File: src/rtl/mmu_ctx_ctrl.sv
// mmu_ctx_ctrl: sequences MMU selector, base and mode writes for a
// context switch, tracks programmed slots and forces kernel mode on traps.
//
// Ports:
//   clk, rst_n        clock, async active-low reset
//   start             request strobe (taken only when idle)
//   proc_id, base     target slot and its instruction-memory base
//   load, enter_user  write base / switch to user at end
//   trap              exception or syscall, forces kernel mode
//   we_sel, sel       MMU selector strobe and value
//   we_addr, offset   MMU base strobe and value
//   userMode          MMU enter-user pulse
//   kernelMode        MMU enter-kernel pulse
//   busy, done, err   sequence status
//   mode              mirrored MMU mode (0 kernel, 1 user)

module mmu_ctx_ctrl #(
  parameter int NUM_SLOTS = 11
) (
  input  logic        clk,
  input  logic        rst_n,
  input  logic        start,
  input  logic [31:0] proc_id,
  input  logic [31:0] base,
  input  logic        load,
  input  logic        enter_user,
  input  logic        trap,
  output logic        we_sel,
  output logic [31:0] sel,
  output logic        we_addr,
  output logic [31:0] offset,
  output logic        userMode,
  output logic        kernelMode,
  output logic        busy,
  output logic        done,
  output logic        err,
  output logic        mode
);

  localparam int IW = (NUM_SLOTS > 1) ? $clog2(NUM_SLOTS) : 1;

  typedef enum logic [2:0] {
    S_IDLE,
    S_SEL,
    S_BASE,
    S_MODE,
    S_DONE,
    S_ERR
  } state_t;

  state_t               r_state;
  logic [NUM_SLOTS-1:0] r_valid;
  logic                 r_cancel;
  logic [31:0]          r_id;
  logic [31:0]          r_base;
  logic                 r_load;
  logic                 r_user;

  logic                 r_we_sel;
  logic [31:0]          r_sel;
  logic                 r_we_addr;
  logic [31:0]          r_offset;
  logic                 r_upulse;
  logic                 r_kpulse;
  logic                 r_busy;
  logic                 r_done;
  logic                 r_err;
  logic                 r_mode;

  logic w_in_range;
  logic w_slot_vld;
  logic w_cancel_now;
  logic w_ok_user;

  assign w_in_range = proc_id < 32'(NUM_SLOTS);
  assign w_slot_vld = w_in_range && r_valid[proc_id[IW-1:0]];

  // A trap seen this very edge in SEL/BASE must already veto the
  // user switch decided on the same edge.
  assign w_cancel_now = trap &&
    (r_state == S_SEL || r_state == S_BASE);
  assign w_ok_user = r_user && !r_cancel && !w_cancel_now;

  // Outputs are registered alongside the state they belong to, so
  // each strobe is high for exactly the cycle spent in its state.
  always_ff @(posedge clk or negedge rst_n) begin
    if (!rst_n) begin
      r_state   <= S_IDLE;
      r_valid   <= '0;
      r_cancel  <= 1'b0;
      r_id      <= '0;
      r_base    <= '0;
      r_load    <= 1'b0;
      r_user    <= 1'b0;
      r_we_sel  <= 1'b0;
      r_sel     <= '0;
      r_we_addr <= 1'b0;
      r_offset  <= '0;
      r_upulse  <= 1'b0;
      r_kpulse  <= 1'b0;
      r_busy    <= 1'b0;
      r_done    <= 1'b0;
      r_err     <= 1'b0;
      r_mode    <= 1'b0;
    end else begin
      r_we_sel  <= 1'b0;
      r_we_addr <= 1'b0;
      r_upulse  <= 1'b0;
      r_done    <= 1'b0;
      r_err     <= 1'b0;
      r_kpulse  <= trap;
      if (w_cancel_now) r_cancel <= 1'b1;

      unique case (r_state)
        S_IDLE: begin
          if (start) begin
            r_id     <= proc_id;
            r_base   <= base;
            r_load   <= load;
            r_user   <= enter_user;
            r_cancel <= 1'b0;
            r_busy   <= 1'b1;
            if (!w_in_range || (!load && !w_slot_vld)) begin
              r_state <= S_ERR;
              r_err   <= 1'b1;
            end else begin
              r_state  <= S_SEL;
              r_we_sel <= 1'b1;
              r_sel    <= proc_id;
            end
          end
        end
        S_SEL: begin
          if (r_load) begin
            r_state   <= S_BASE;
            r_we_addr <= 1'b1;
            r_offset  <= r_base;
            r_valid[r_id[IW-1:0]] <= 1'b1;
          end else begin
            r_state <= S_MODE;
            if (w_ok_user) begin
              r_upulse <= 1'b1;
              r_mode   <= 1'b1;
            end
          end
        end
        S_BASE: begin
          r_state <= S_MODE;
          if (w_ok_user) begin
            r_upulse <= 1'b1;
            r_mode   <= 1'b1;
          end
        end
        S_MODE: begin
          r_state <= S_DONE;
          r_done  <= 1'b1;
        end
        S_DONE, S_ERR: begin
          r_state <= S_IDLE;
          r_busy  <= 1'b0;
        end
        default: begin
          r_state <= S_IDLE;
          r_busy  <= 1'b0;
        end
      endcase

      // Trap wins over any user switch on the same edge.
      if (trap) r_mode <= 1'b0;
    end
  end

  assign we_sel     = r_we_sel;
  assign sel        = r_sel;
  assign we_addr    = r_we_addr;
  assign offset     = r_offset;
  assign userMode   = r_upulse;
  assign kernelMode = r_kpulse;
  assign busy       = r_busy;
  assign done       = r_done;
  assign err        = r_err;
  assign mode       = r_mode;

endmodule

File: config.mk
export PLATFORM = sky130hd
export DESIGN_NAME = mmu_ctx_ctrl
export DESIGN_NICKNAME = d
export VERILOG_FILES = /design/src/rtl/mmu_ctx_ctrl.sv
export SDC_FILE = /design/constraint.sdc
export NUM_CORES = 1
export LEC_CHECK = 0
export CORE_MARGIN = 5
export CORE_UTILIZATION = 47
export CTS_CLUSTER_SIZE = 24
export DETAILED_ROUTE_END_ITERATION = 7
export GPL_TIMING_DRIVEN = 0
export PLACE_DENSITY_LB_ADDON = 0.2
export SLEW_MARGIN = 30
export SYNTH_ARGS = -nofsm -noshare
export SYNTH_HDL_FRONTEND = slang
export SYNTH_SLANG_ARGS = --single-unit
export TNS_END_PERCENT = 30
File: constraint.sdc
create_clock -name clk -period 2.3 [get_ports clk]
set_input_delay 0.46 -clock clk [delete_from_list [all_inputs] [get_ports clk]]
set_output_delay 0.46 -clock clk [all_outputs]
set_load 0.02 [all_outputs]
==> impl_metrics.yaml, run 1 <==
status:
  status: "finished clean"
sta:
  hold_viol_final: 0
  timing.fmax_mhz: 482
  min_period_ps: 2080
  setup-tns-final_ps: 0
  tightest_slew_ps: 597
  finClkSkew_ps: 6.93
  relSlewSlack_pct: 60.2
  setup_violations: 0
  rsz0062_at_grt: "false"
  final.period_utilization_pct: 90.3
  final_max_slew_viol_count: 0
route:
  ant_nets: 0
  totalWireLength_um: 11000
  routedWlPerCell_um: 16.0
  drc: 0
  vias: 3372
  viasPerCell: 4.93
  dr.pass1.iters: 4
  drtIter0Drc: 74
final_layout:
  multi_input_area_mm2: 0.00147
  utilization_pct: 70.8
  antennaDiodeCount: 0
  regArea_mm2: 0.00313
  nets: 608
  fillers: 725
  syn2layout_area_growth_pct: 47.5
  drive_gt1_share_pct: 17.4
placed_design:
  dpl.hpwl_um: 7780
  io_buffers: 140
  gp_congestion: 0.757
floorplanning:
  die_width_um: 110
  core_mm2: 0.00977
  die_area_mm2: 0.0121
  rows: 36
  die_y_um: 110
  ios: 142
  start_util_pct: 48.0
synth:
  synth_cells: 377
  synth-xor-area-share_pct: 0
  synth-seq-area-share_pct: 66.6
  netlist_area_mm2: 0.00469
  synth_compound_area_share_pct: 3.76
  synth_cell_type_count: 34
  synth_top_family_by_area: "simple AND/OR/NAND/NOR gates"
  yosys.area_share.simple_pct: 16.0
  synthMuxAreaShare_pct: 11.4
  yosys_warnings: 0
  avgSynthCellArea_um2: 12.4
  synth_fa_ha_area_share_pct: 0
  syn-num-nets: 447
  ys_seq_elements: 125
grt:
  track_usage_pct: 19.5
  grt_busiest_layer: "met2"
  grt.met1_usage_pct: 22.7
  antenna_found_initial: 0
  use_met3_pct: 6.52
  grt-ovfl-total: 0
  grt_pass1_wl_um: 17700
  grt_max_degree: 84
  gr-usage-met2_pct: 32.9
  grt_pass1_vias: 3629
cts:
  cts_tree: "done"
  clk_pin_slew_worst_paths_ps: 50
  cts_setup_buffers: 0
  cts_buffers: 17
  clock-root-buffer: "clkbuf_8"
  insertion_delay_ps: 510
  htreeDepth: 4
  clock_path_buffers: 2
  cts_sinks: 125
critical_path:
  critPathArrivalTime_ps: 2470
  cpPeakStageDelay_ps: 650
  crit_type: "in2reg"
  end_kind: "register"
  slowest_stage: "clkdlybuf4s50_1"
  cp_cell_sequence: "clkdlybuf4s50_1, mux4_2, o22ai_1, o31ai_2, nand4_4, buf_6, mux2_4"
  crit_path_start_kind: "input pin"
  worstPathRequired_ps: 2690
  worstPathMaxFanout: 10
  r2r_cells: 7
flow_run:
  maxCapViolations: 0
power_and_ir_drop:
  ir_drop_v: 0.000672
  p_leak_uw: 0.00321
  power_density_mw_per_mm2: 1250
worst_hold_path:
  min_path_type: "in2reg"
  whs_path_depth: 2
flip-flops by register name, summed over array words and instances, names as in the netlist, 3 cells and up:
name	cells
sel	32
r_state	3
offset	32
r_valid	11
r_id	4
r_base	32
per-stage QoR:
step / setup slack, ps / hold slack (ps) / power [uW] / cells / area (um2)
final: 223 / 241 / 8630 / 684 / 6920
after global routing: 60.8 / 234 / 9140 / 684 / 6920
after CTS: 87.3 / 220 / 8730 / 684 / 6920
after detailed placement: -327 / 366 / 5950 / 651 / 6290
after global placement: -3910 / 442 / 5830 / 650 / 6260
after floorplan: 273 / 164 / 4830 / 377 / 4690
final timing paths:
| kind | from | end | slack, ps |
|---|---|---|---|
| setup reg to reg | r_state[1]$_DFFE_PN0P_ | offset[4]$_DFFE_PN0P_ | 270 |
| hold reg to reg | r_base[2]$_DFFE_PN0P_ | offset[2]$_DFFE_PN0P_ | 460 |
| hold / removal | proc_id[1] | r_id[1]$_DFFE_PN0P_ | 240 |
| setup / recovery | proc_id[0] | sel[3]$_DFFE_PN0P_ | 220 |
| max in group asynchronous | rst_n | done$_DFF_PN0_ | 1170 |
| min in group asynchronous | rst_n | offset[8]$_DFFE_PN0P_ | 430 |
kinds of logic after synthesis:
group / Yosys count
simple gates: 162
compound gates: 24
flops: 125
buf+inv: 21
mux: 45
layout make-up:
type	instances	share of cell area, %
Inverter	5	0.271
Clock buffer	21	6.49
Buffer	16	1.23
Timing Repair Buffer	142	20.9
Tap cell	133	2.40
Multi-Input combinational cell	231	21.2
Clock inverter	11	2.39
Sequential cell	125	45.2
cell usage after synthesis, drive strengths merged:
cell    count  area (um2)
or3         1        6.26
o21ba       1        10.0
clkinv      1        3.75
a21oi       6        30.0
nor3b       1        7.51
clkbuf      9        36.3
buf         7        47.5
nor4bb      1        10.0
o21bai      6        45.0
dfrtp     125        3130
nand4       2        27.5
nor4        7        43.8
mux2       43         488
a31o        4        35.0
mux4        2        45.0
and3        1        6.26
inv         4        15.0
and2       28         175
a21o        2        15.0
o21a        1        7.51
a311oi      1        8.76
a31oi       1        6.26
nor3        1        5.00
or3b        1        8.76
o22ai       1        6.26
nor2       13        48.8
o31ai       1        12.5
nand3b      1        7.51
nand2     100         375
nand2b      5        31.3
critical path: cells and delay by family:
kind,cells,cell delay [ps]
compound gates,2,430
mux,2,550
simple gates,1,190
buf+inv,2,830
where the power goes:
group | leakage [uW] | switching (uW) | internal (uW)
Sequential | 0.00160 | 430 | 2960
Clock | 0.000302 | 918 | 1810
Combinational | 0.00131 | 1230 | 1280
Total | 0.00321 | 2580 | 6050
routing by layer:
| layer | vias up | routed length, um |
|---|---|---|
| li1 | 1566 | - |
| met4 | 0 | 177 |
| met3 | 17 | 948 |
| met5 | - | 0 |
| met1 | 1659 | 4290 |
| met2 | 130 | 5540 |
timing repair:
item                                    in CTS  in global routing
endpoints found under the hold margin       42                  0
gates resized for setup                      0                  3
hold buffers                                 1                  0
endpoints found under the setup margin       0                 19
cells in the final DEF, fill, tap and decap left out, drive strengths merged, types with 2 or more instances in the layout:
cell type      count
clkinv             7
a21oi              6
inv                4
bufinv             4
a21o               2
clkbuf            30
clkdlybuf4s50    139
nor4               7
nor2              13
o21bai             6
and2              28
nand4              2
dfrtp            125
nand2            100
a31o               4
nand2b             5
mux4               2
mux2              43
buf                9
No activity file was read; power rests on OpenSTA's default activity.
==> inputs of run 2 (changes only) <==
Settings changed: CTS_CLUSTER_SIZE 24 to default, GPL_TIMING_DRIVEN 0 to default, SKIP_CTS_REPAIR_TIMING from default to 1.
==> impl_metrics.yaml, run 2 (same netlist as run 1, synthesis figures left out) <==
floorplanning:
  core_mm2: 0.00977
  die_width_um: 110
  rows: 36
  die_area_mm2: 0.0121
  die_y_um: 110
  ios: 142
  start_util_pct: 48.0
cts:
  insertion_delay_ps: 510
  cts_sinks: 125
  cts_buffers: 17
  clock_path_buffers: 2
  htreeDepth: 4
  clk_pin_slew_worst_paths_ps: 60
  clock-root-buffer: "clkbuf_8"
  cts_tree: "done"
placed_design:
  dpl.hpwl_um: 7890
  placement.cell_area_mm2: 0.00636
  io_buffers: 141
  gp_congestion: 0.827
grt:
  grt_pass1_vias: 3604
  track_usage_pct: 19.0
  grt_pass1_wl_um: 17300
  grt_max_degree: 44
  antenna_found_initial: 0
  grt-ovfl-total: 0
route:
  routedWlPerCell_um: 16.0
  ant_nets: 0
  viasPerCell: 4.95
  vias: 3389
  dr.pass1.iters: 4
  totalWireLength_um: 11000
  drc: 0
  drtIter0Drc: 89
status:
  status: "finished clean"
critical_path:
  rr_endpoint: "r_valid[7]$_DFFE_PN0P_"
  cp_cell_sequence: "clkdlybuf4s50_1, buf_4, mux2_2, o22ai_1, o31ai_2, nand4_4, buf_4, and2_1"
  crit_type: "in2reg"
  path_common_cell: "buf_4"
  worstPathRequired_ps: 2690
  worstPathMaxFanout: 27
  r2r_cells: 4
  critPathArrivalTime_ps: 2470
  r2r-start: "r_state[1]$_DFFE_PN0P_"
  crit_path_start_kind: "input pin"
  end_kind: "register"
  r2r_slack_ps: 460
  cpPeakStageDelay_ps: 500
  slowest_stage: "clkdlybuf4s50_1"
sta:
  min_period_ps: 2080
  tightest_slew_ps: 579
  final.period_utilization_pct: 90.3
  relSlewSlack_pct: 61.4
  setup_violations: 0
  final_max_slew_viol_count: 0
  finClkSkew_ps: 12.2
  hold_viol_final: 0
  rsz0062_at_grt: "false"
  timing.fmax_mhz: 482
worst_hold_path:
  hold_path_end: "offset[9]$_DFFE_PN0P_"
  min_path_type: "reg2reg"
  whs_path_depth: 2
  hold_start: "r_base[9]$_DFFE_PN0P_"
flow_run:
  maxCapViolations: 0
final_layout:
  nets: 609
  final_common_cell: "clkdlybuf4s50_1"
  final_cell_mix: "140 x clkdlybuf4s50_1, 125 x dfrtp_1, 100 x nand2_1, 42 x mux2_2, 28 x and2_1"
  antennaDiodeCount: 0
  syn2layout_area_growth_pct: 48.0
  drive_gt1_share_pct: 18.3
  design_area_mm2: 0.00695
  utilization_pct: 71.1
power_and_ir_drop:
  p_leak_uw: 0.00322
  power_density_mw_per_mm2: 1230
  power_uw: 8570
  ir_drop_v: 0.000736
==> run 2: cell type report <==
cell class | instances | area (um2)
Inverter | 5 | 18.8
Clock inverter | 11 | 144
Fill cell | 697 | 2830
Tap cell | 133 | 166
Timing Repair Buffer | 159 | 1580
Sequential cell | 125 | 3130
Clock buffer | 20 | 435
Multi-Input combinational cell | 231 | 1470
==> run 2: through the flow <==
step | TNS, ps | cells | hold WS (ps) | worst slack (ps)
floorplan | 0 | 377 | 164 | 273
global placement | -5740 | 652 | 444 | -184
detailed placement | -7840 | 652 | 455 | -247
CTS | 0 | 683 | -49.4 | 234
global route | 0 | 684 | 464 | 146
finish | 0 | 684 | 463 | 224
==> run 2: layer usage <==
metal | up-vias | global-route usage [%] | wire, um
met5 | - | 0 | 0
li1 | 1579 | - | -
met3 | 18 | 6.58 | 950
met2 | 135 | 31.0 | 5290
met1 | 1657 | 23.2 | 4530
met4 | 0 | 7.48 | 183
==> run 2: worst max path at each step <==
stage	cells after the start	slack, ps	end	startpoint
global placement	6	-180	sel[2]$_DFFE_PN0P_	proc_id[1]
floorplan	7	270	sel[3]$_DFFE_PN0P_	proc_id[1]
CTS	8	230	sel[28]$_DFFE_PN0P_	proc_id[1]
global route	8	150	sel[6]$_DFFE_PN0P_	proc_id[1]
finish	8	220	sel[20]$_DFFE_PN0P_	proc_id[1]
detailed placement	8	-250	sel[28]$_DFFE_PN0P_	proc_id[1]
==> run 2: worst max-delay path, delay by kind of cell <==
kind / cells / cell delay, ps
buf+inv: 3 / 950
simple gates: 2 / 370
compound gates: 2 / 450
mux: 1 / 230
==> run 2: power breakdown <==
group	internal (uW)	switching (uW)	leakage [uW]
clock	1670	912	0.000284
sequential	2960	458	0.00160
combinational	1340	1230	0.00134
